`src/rtl/mips_cpu_state_sequencer.sv`:
```
// mips_cpu_state_sequencer
// Multicycle state sequencer for the MIPS-compatible core. Produces the state
// code consumed by the instruction controller, stretches states while the
// memory bus raises waitrequest, and halts the core when the PC reaches 0.
// Optional build macro: MIPS_SEQ_PERF_EN adds the cycle/instruction counters;
// without it both counter outputs are constant zero.
//
//   state   | code | meaning
//   --------+------+------------------------------------------------------
//   IDLE    | 0    | out of reset, core not yet running, datapath held
//   FETCH   | 1    | instruction fetch; halts here when PC is 0
//   DECODE  | 2    | register read / decode, never stalls
//   EXEC1   | 3    | first execute cycle; three-cycle instructions end here
//   EXEC2   | 4    | second execute cycle (loads/stores, etc.)
//   HALTED  | 5    | absorbing until reset; codes 6/7 behave the same
module mips_cpu_state_sequencer #(
    parameter int unsigned MAX_WAIT = 255,
    parameter int unsigned WAIT_W   = 8
) (
    input  logic        clk,
    input  logic        reset,
    input  logic        threecycle,
    input  logic        memread,
    input  logic        memwrite,
    input  logic        waitrequest,
    input  logic        pc_zero,
    output logic [2:0]  state,
    output logic        hold,
    output logic        active,
    output logic        fault,
    output logic        instr_done,
    output logic [31:0] cycle_count,
    output logic [31:0] instr_count
);

    typedef enum logic [2:0] {
        S_IDLE   = 3'd0,
        S_FETCH  = 3'd1,
        S_DECODE = 3'd2,
        S_EXEC1  = 3'd3,
        S_EXEC2  = 3'd4,
        S_HALTED = 3'd5
    } state_t;

    localparam logic [WAIT_W-1:0] MAX_WAIT_C = WAIT_W'(MAX_WAIT);
    localparam bit                TIMEOUT_EN = (MAX_WAIT != 0);

    state_t              state_q, state_d;
    logic [WAIT_W-1:0]   wait_cnt_q, wait_cnt_d;
    logic                fault_q, fault_d;
    logic                mem_acc;
    logic                stall;

    assign mem_acc = memread | memwrite;

    // Next-state, hold/instr_done decode and waitrequest timeout
    always_comb begin
        state_d    = state_q;
        hold       = 1'b0;
        instr_done = 1'b0;
        stall      = 1'b0;
        wait_cnt_d = '0;
        fault_d    = fault_q;

        case (state_q)
            S_IDLE: begin
                hold    = 1'b1;
                state_d = S_FETCH;
            end
            S_FETCH: begin
                // PC of zero wins over a pending waitrequest: no read is issued
                if (pc_zero) begin
                    hold    = 1'b1;
                    state_d = S_HALTED;
                end else if (waitrequest) begin
                    hold  = 1'b1;
                    stall = 1'b1;
                end else begin
                    state_d = S_DECODE;
                end
            end
            S_DECODE: begin
                state_d = S_EXEC1;
            end
            S_EXEC1: begin
                if (mem_acc && waitrequest) begin
                    hold  = 1'b1;
                    stall = 1'b1;
                end else if (threecycle) begin
                    instr_done = 1'b1;
                    state_d    = S_FETCH;
                end else begin
                    state_d = S_EXEC2;
                end
            end
            S_EXEC2: begin
                if (mem_acc && waitrequest) begin
                    hold  = 1'b1;
                    stall = 1'b1;
                end else begin
                    instr_done = 1'b1;
                    state_d    = S_FETCH;
                end
            end
            S_HALTED: begin
                hold = 1'b1;
            end
            default: begin
                hold    = 1'b1;
                state_d = S_HALTED;
            end
        endcase

        // A held state counts its stall cycles; any state change clears the count
        if (stall) begin
            if (TIMEOUT_EN && (wait_cnt_q == MAX_WAIT_C)) begin
                state_d = S_HALTED;
                fault_d = 1'b1;
            end else if (wait_cnt_q == {WAIT_W{1'b1}}) begin
                wait_cnt_d = wait_cnt_q;
            end else begin
                wait_cnt_d = wait_cnt_q + WAIT_W'(1);
            end
        end
    end

    // State, wait counter and sticky fault registers
    always_ff @(posedge clk or posedge reset) begin
        if (reset) begin
            state_q    <= S_IDLE;
            wait_cnt_q <= '0;
            fault_q    <= 1'b0;
        end else begin
            state_q    <= state_d;
            wait_cnt_q <= wait_cnt_d;
            fault_q    <= fault_d;
        end
    end

    assign state  = state_q;
    assign fault  = fault_q;
    assign active = (state_q == S_FETCH) || (state_q == S_DECODE) ||
                    (state_q == S_EXEC1) || (state_q == S_EXEC2);

`ifdef MIPS_SEQ_PERF_EN
    logic [31:0] cycle_count_q, cycle_count_d;
    logic [31:0] instr_count_q, instr_count_d;

    // Perf counters advance only while running, so they freeze once halted
    always_comb begin
        cycle_count_d = cycle_count_q;
        instr_count_d = instr_count_q;
        if (active) begin
            cycle_count_d = cycle_count_q + 32'd1;
        end
        if (instr_done) begin
            instr_count_d = instr_count_q + 32'd1;
        end
    end

    // Perf counter registers
    always_ff @(posedge clk or posedge reset) begin
        if (reset) begin
            cycle_count_q <= '0;
            instr_count_q <= '0;
        end else begin
            cycle_count_q <= cycle_count_d;
            instr_count_q <= instr_count_d;
        end
    end

    assign cycle_count = cycle_count_q;
    assign instr_count = instr_count_q;
`else
    assign cycle_count = 32'h0;
    assign instr_count = 32'h0;
`endif

endmodule

```
`config.mk`:
```
export PLATFORM = sky130hd
export DESIGN_NAME = mips_cpu_state_sequencer
export DESIGN_NICKNAME = d
export VERILOG_FILES = /design/src/rtl/mips_cpu_state_sequencer.sv
export SDC_FILE = /design/constraint.sdc
export NUM_CORES = 1
export LEC_CHECK = 0
export ABC_AREA = 1
export BUFFER_PORTS_ARGS = -buffer_cell sky130_fd_sc_hd__clkbuf_2
export CAP_MARGIN = 20
export CORE_MARGIN = 4
export CORE_UTILIZATION = 42
export CTS_BUF_LIST = sky130_fd_sc_hd__clkbuf_4
export DETAILED_ROUTE_END_ITERATION = 16
export GPL_TIMING_DRIVEN = 0
export PLACE_DENSITY_LB_ADDON = 0.3
export RECOVER_POWER = 25
export SLEW_MARGIN = 20
export SYNTH_ARGS = -nofsm -noshare
export SYNTH_HDL_FRONTEND = slang
export SYNTH_SLANG_ARGS = --single-unit
```
`constraint.sdc`:
```
create_clock -name clk -period 3.2 [get_ports clk]
set_input_delay 0 -clock clk [delete_from_list [all_inputs] [get_ports clk]]
set_output_delay 0 -clock clk [all_outputs]
set_load 0.03 [all_outputs]
```
# Word level (Yosys, flattened, before mapping)
# Index checks and enable logic that the tools add are counted.
totals:
  out_inout_bits: 71
  word_cells: 38
  register_bits: 12
  input_bits: 7
classes:
  mux: 20
  reduce_logical: 7
  bitwise_logic: 1
  n_addsub: 1
  eq_ne: 6
op_table:
  columns: ["op", "count"]
  rows:
  - ["2-to-1 mux 3 bit", 7]
  - ["case mux 3 bit (6 select lines)", 1]
  - ["2-to-1 mux 8 bit", 2]
  - ["adder 8 x 1 -> 8 bit (second input constant)", 1]
  - ["equality test 8 bit (second input constant)", 1]
  - ["2-to-1 mux 1 bit", 7]
  - ["equality test 3 x 2 -> 1 bit (second input constant)", 2]
  - ["equality test 3 bit (second input constant)", 2]
  - ["case mux 1 bit (2 select lines)", 2]
  - ["equality test 3 x 1 -> 1 bit (second input constant)", 1]
  - ["zero test 3 bit", 1]
  - ["logical OR 1 bit", 3]
  - ["case mux 1 bit (3 select lines)", 1]
  - ["AND reduction 2 bit", 1]
  - ["OR reduction 2 bit", 1]
  - ["logical AND 1 bit", 1]
  - ["OR 1 bit", 1]

# Logic depth before layout (Yosys ltp)
# Gate-level depths: netlist of run 1.
depth:
  word_depth: 6
  mapped_depth: 7
  ltp_nobuf: 7

# Worst setup path before layout of run 1
# No wires, ideal clock.
synth_timing:
  kind: "reg-to-output"
  startpoint: "register state_q[1] (netlist: state[1])"
  endpoint: "output port hold"
  required_time_ps: 3200
  path_buffers: 0
  arrival_ps: 1602
  stages_incl_launch_ff: 7
  setup_slack_ps: 1598
  path_cell_list: "dfrtp_1 -> inv_2 -> nand2_2 -> nor2_2 -> inv_1 -> nand4_1 -> nand3_1"
synth_via:
  elab_chain_cells: 3
  elab_cells_between_ends: 6
  cone_classes: "eq/ne (4); mux (1); reduce/logical (1)"
synth_lines:
  columns: ["element", "line", "source"]
  rows:
  - ["start, declared", "48", "state_t state_q, state_d;"]
  - ["start signal, assigned", "134", "state_q <= state_d;"]
  - ["equality test 3 x 2 -> 1 bit or equality test 3 bit (tied branches)", "65", "case (state_q)"]
  - ["OR reduction 2 bit (no line)", null, null]
  - ["case mux 1 bit (3 select lines) *", "65", null]
  - ["end, declared", "28", "output logic hold,"]
# Mark *: on every way between the ends. The rest lies on a longest branch, timed or not.

# Final worst setup path of run 1
# Same ends and word-level chain as after synthesis.

==> results.toml, run 1 <==
[setup_path]
crit_fanout = 7
cp-end-kind = "output port"
rr_startpoint = "wait_cnt_q[0]"
cp.arrival_ns = 1.48
start_kind = "register"
reg2reg_to = "state[2]"
reg2regPathDepth = 7
crit_type = "register to output port"
cp.required_ns = 3.20
r2r_slack_ns = 1.88

[min_path]
worst_hold_path_type = "input pin to register"
hold_depth = 4
min-delay-start = "threecycle"
holdPathEnd = "state[2]"

[cts]
post_cts_resized = 0
cts_setup_buffers = 0
h-tree-depth = 1
clkSinkCount = 12
cts_buffers = 3
cts-root-buf = "clkbuf_4"
clkLatencyLatePin_ns = 0.27
clk_path_buf_depth = 2
cts_tree = "built"
clk_pin_slew_worst_paths_ns = 0.07

[sta]
rsz0062_at_grt = "no"
finalSetupViolations = 0
postLayoutSetupSlackWorst_ns = 1.72
hold_ws_ns = 0.0866
tns_ns = 0
skew_ns = 0.000454
min_period_ns = 1.48
final_hold_viol_count = 0
min_period_over_period_pct = 46.4
fmaxAchievable_mhz = 674
final_max_slew_viol_count = 0

[layout]
drive_gt1_share_pct = 39.7
post-route-util_pct = 57.8
nets = 251
area_growth_pct = 30.9
finalNonFillerCells = 273
fin_area_um2 = 1590
antennaDiodeCount = 0
nFillCells = 283

[routing]
drtIter0Drc = 10
wl_per_cell_um = 7.50
dr_total_vias = 945
dr.pass1.iters = 4
antenna_left = 0
drc = 0
wirelength_um = 2050
viasPerCell = 3.46

[die]
start_util_pct = 44.1
dieArea_um2 = 3820
core_um2 = 2760
die_w_um = 61.8
num_rows = 19
ios = 78
chipHeight_um = 61.8

[synthesis]
syn_area_um2 = 1220
synthAdderAreaFrac_pct = 1.03
synth_warnings = 0
synth_compound_gate_area_share_pct = 2.67
synth_xor_area_share_pct = 2.88
synth-simple-area-share_pct = 24.7
synthesis.instances = 161
syn_area_per_cell_um2 = 7.56
synth_mux_area_share_pct = 0
ys_ff_latch = 12
yosysUniqueCellTypes = 21
synth_top_family_by_area = "buffers and inverters"
ys_seq_area_share_pct = 24.7

[global_routing]
grt_pass1_vias = 721
grt_overflow = 0
grt_max_degree = 13
antenna_found_initial = 0
gr-usage-all-layers_pct = 10.7
grt_pass1_wl_um = 3040

[place]
hpwlAfterDp_um = 1770
dp_slack_ns = 1.88
portBuffers = 13
place_inst = 268
gp_congestion = 0.851
dpl_cell_area_um2 = 1560

[pwr]
clock_power_share_pct = 22.3
p_comb_share_pct = 41.6
finalPower_mw = 0.420
seq_power_share_pct = 36.1
pwr_density_cell_nw_per_um2 = 263
p_sw_share_pct = 39.5
max-vdd-ir-drop_mv = 0.280
switching_power_mw = 0.166
p_int_mw = 0.254
power_leakage_nw = 0.998

[run_status]
status = "finished, final reports clean"

[run]
cap_violations = 0
==> repair_timing <==
item,in CTS,in global routing
endpoints found under the hold margin,12,0
hold buffers,1,0
endpoints found under the setup margin,0,0
==> kinds of logic (layout without fill, tap and decap cells) <==
logic type	count (synthesis)	in the layout
xor+xnor	4	4
other cells	1	64
compound gates	6	6
simple gates	59	59
flops	12	12
buf+inv	78	96
fa+ha+maj	1	1
==> critical path, stage by stage (launching register included) <==
cell	delay, ns
dfrtp_1	0.46
inv_2	0.10
nand2_2	0.06
nor2_2	0.15
inv_1	0.08
nand4_1	0.09
nand3_1	0.07
clkbuf_2	0.19
==> worst max path at each step <==
stage,start,endpoint,cells past startpoint
after floorplan,state[1],hold,6
after global placement,wait_cnt_q[0],state[2],7
after detailed placement,wait_cnt_q[0],state[2],7
after CTS,state[1],hold,7
after global routing,state[1],hold,7
final,state[1],hold,7
==> synth_stat cells, drive strengths merged <==
library cell  number  area (um^2)
buf               64          480
nor2              23         93.8
nand2             20         92.6
inv               14         52.6
dfrtp             12          300
nand3             12         80.1
xor2               4         35.0
o21ai              3         15.0
a21oi              2         10.0
nand4              2         18.8
nor3               2         15.0
conb               1         3.75
ha                 1         12.5
o21bai             1         7.51
==> layer usage <==
layer / routed length, um / global-route usage [%]
met2: 990 / 17.6
met1: 789 / 12.7
met5: 0 / 0
met3: 250 / 4.55
met4: 16 / 2.73
==> state kept, by name, indices dropped and copies added (netlist names) <==
name and cells:
wait_cnt_q 8, state 3, fault 1
==> cells in the final DEF, fill, tap and decap left out, drive strengths merged <==
cell type | Yosys | layout
a21oi | 2 | 2
buf | 64 | 64
clkbuf | 0 | 16
clkinv | 0 | 1
conb | 1 | 64
dfrtp | 12 | 12
dlygate4sd3 | 0 | 1
ha | 1 | 1
inv | 14 | 14
nand2 | 20 | 20
nand3 | 12 | 12
nand4 | 2 | 2
nor2 | 23 | 23
nor3 | 2 | 2
o21ai | 3 | 3
o21bai | 1 | 1
xor2 | 4 | 4
==> cell type report <==
class / instances / area (um^2) / area share (%)
timing repair buffer: 14 / 75.1 / 4.71
clock inverter: 1 / 3.75 / 0.235
clock buffer: 3 / 22.5 / 1.41
tap: 31 / 38.8 / 2.43
inverter: 14 / 52.6 / 3.30
multi-input combinational: 134 / 621 / 38.9
buffer: 64 / 480 / 30.1
sequential: 12 / 300 / 18.8
==> power groups by stage <==
stage / logic (mW) / clock network (mW) / registers (mW)
after CTS: 0.171 / 0.0994 / 0.151
after detailed placement: 0.170 / 0 / 0.155
final: 0.175 / 0.0937 / 0.152
after floorplan: 0.163 / 0 / 0.155
after global placement: 0.170 / 0 / 0.155
after global routing: 0.187 / 0.107 / 0.151
No activity file was read; power rests on OpenSTA's default activity.
==> run 2: changes to the inputs <==
ABC_AREA = 0   (was 1)
clock period = 1.55 ns   (was 3.2 ns; I/O delays follow)
==> results.toml, run 2 <==
[run_status]
status = "finished, final reports clean"

[global_routing]
met3_usage_pct = 2.94
grt_max_degree = 13
gr-usage-all-layers_pct = 11.4
grt_pass1_wl_um = 3240
grt_overflow = 0
antenna_found_initial = 0
grt_pass1_vias = 762
grtUsageMet1_pct = 14.6
use_met2_pct = 18.4
grt-busiest-layer = "met2"

[synthesis]
synth_area_leaders = "buf_4, dfrtp_1, nor2_1"
syn_area_um2 = 1190
ys_seq_area_share_pct = 25.2
synth_top_area_cell = "buf_4"
async_flop_share_pct = 100
synth_edf_count = 0
synthesis.instances = 141
yosysUniqueCellTypes = 36
syn_area_per_cell_um2 = 8.45
synth_top_area_share_pct = 40.3
yosysMostFrequentCell = "buf_4"
synth_warnings = 0
ys_ff_latch = 12
synth-main-ff-cell = "dfrtp_1"
synthTopCellsByCount = "buf_4, dfrtp_1, nor2_1"

[layout]
layout_common_cells = "buf_4, conb_1, nor2_1, dfrtp_1, clkbuf_2"
nets = 234
largest_reg_flops = 8
regMostFlops = "wait_cnt_q"
antennaDiodeCount = 0
area_growth_pct = 36.7
nFillCells = 273
post-route-util_pct = 59.5
drive_gt1_share_pct = 41.8
layout_commonest_cell = "buf_4"

[cts]
cts-root-buf = "clkbuf_4"
cts_tree = "built"
clk_path_buf_depth = 2
clk_pin_slew_worst_paths_ns = 0.07
h-tree-depth = 1
clkLatencyLatePin_ns = 0.27
cts_buffers = 3
clkSinkCount = 12

[pwr]
pwr_density_cell_nw_per_um2 = 1010
max-vdd-ir-drop_mv = 0.930
finalPower_mw = 1.65
power_leakage_nw = 0.972

[setup_path]
critPathLaunch = "state[1]"
cp-end-kind = "output port"
r2r_slack_ns = 0.09
crit_type = "register to output port"
cp.required_ns = 1.55
rr_startpoint = "wait_cnt_q[0]"
crit_fanout = 7
start_kind = "register"
cp.arrival_ns = 1.51

[sta]
rsz0062_at_grt = "yes"
finalSetupViolations = 0
skew_ns = 0.000890
tns_ns = 0
fmaxAchievable_mhz = 661
final_hold_viol_count = 0
postLayoutSetupSlackWorst_ns = 0.0381
min_period_over_period_pct = 97.5
final_max_slew_viol_count = 0
min_period_ns = 1.51

[die]
ios = 78
chipHeight_um = 61.3
die_w_um = 61.3
num_rows = 19
start_util_pct = 43.6
core_um2 = 2730
dieArea_um2 = 3750

[routing]
drtIter0Drc = 23
viasPerCell = 3.59
antenna_left = 0
drc = 0
wl_per_cell_um = 8.13
dr_total_vias = 918
wirelength_um = 2080
dr.pass1.iters = 4

[place]
dp_slack_ns = 0.0877
gp_congestion = 0.734
hpwlAfterDp_um = 1690
portBuffers = 13

[min_path]
worst_hold_path_type = "input pin to register"
min-delay-start = "threecycle"

[run]
cap_violations = 0
==> run 2: repair_timing <==
item,4_1_cts,5_1_grt
setup endpoints to repair,3,9
buffers inserted,0,2
resized for setup,5,11
hold endpoints to repair,12,0
gates cloned,0,1
pin swaps,0,1
hold buffers,1,0
==> run 2: final timing paths <==
check / cells past startpoint / to
min in group asynchronous: 3 / wait_cnt_q[0]
max reg2reg: 5 / state[1]
min reg2reg: 1 / fault
max in group asynchronous: 3 / state[1]
min: 4 / state[0]
max: 3 / instr_done
==> run 2: per-stage QoR <==
step | instances | hold WS [ns] | instance area, um^2
3_5_place_dp | 248 | 0.0124 | 1530
6_report | 256 | 0.161 | 1630
2_1_floorplan | 204 | -0.135 | 1430
4_1_cts | 253 | 0.145 | 1590
5_1_grt | 256 | 0.183 | 1630
3_3_place_gp | 248 | 0.00809 | 1530
==> run 2: cell families (layout without fill, tap and decap cells) <==
logic type,Yosys count,after routing,share of synthesized area [%]
other,1,64,0.315
AND/OR/NAND/NOR,38,38,17.5
multiplexers,1,1,0.840
AO/OA/AOI/OAI,12,12,7.77
XOR/XNOR,7,7,5.15
flip-flops,12,12,25.2
buffers and inverters,69,90,42.1
adder cells (fa/ha/maj),1,1,1.05
==> run 2: layer usage <==
metal	vias to the layer above	share of wire, %
met4	0	0
met3	0	11
met5	-	0
li1	500	-
met2	48	50
met1	370	40
==> run 2: worst max-delay path: stages (launching register included) <==
cell	delay, ns
dfrtp_2	0.47
or3b_4	0.41
a21oi_1	0.16
clkbuf_4	0.21
==> run 2: cell type report <==
type | instances | area [um^2] | area share (%)
inverters | 2 | 7.51 | 0.461
clock buffers | 3 | 22.5 | 1.38
multi-input cells | 123 | 646 | 39.7
plain buffers | 67 | 504 | 31.0
repair buffers | 17 | 104 | 6.38
well taps | 31 | 38.8 | 2.38
clock inverters | 1 | 3.75 | 0.231
flip-flops and latches | 12 | 302 | 18.5
==> run 2: where the power goes <==
part	internal (mW)	total, mW	switching, mW
logic	0.404	1.05	0.645
clock network	0.0932	0.193	0.0996
registers	0.358	0.406	0.0482
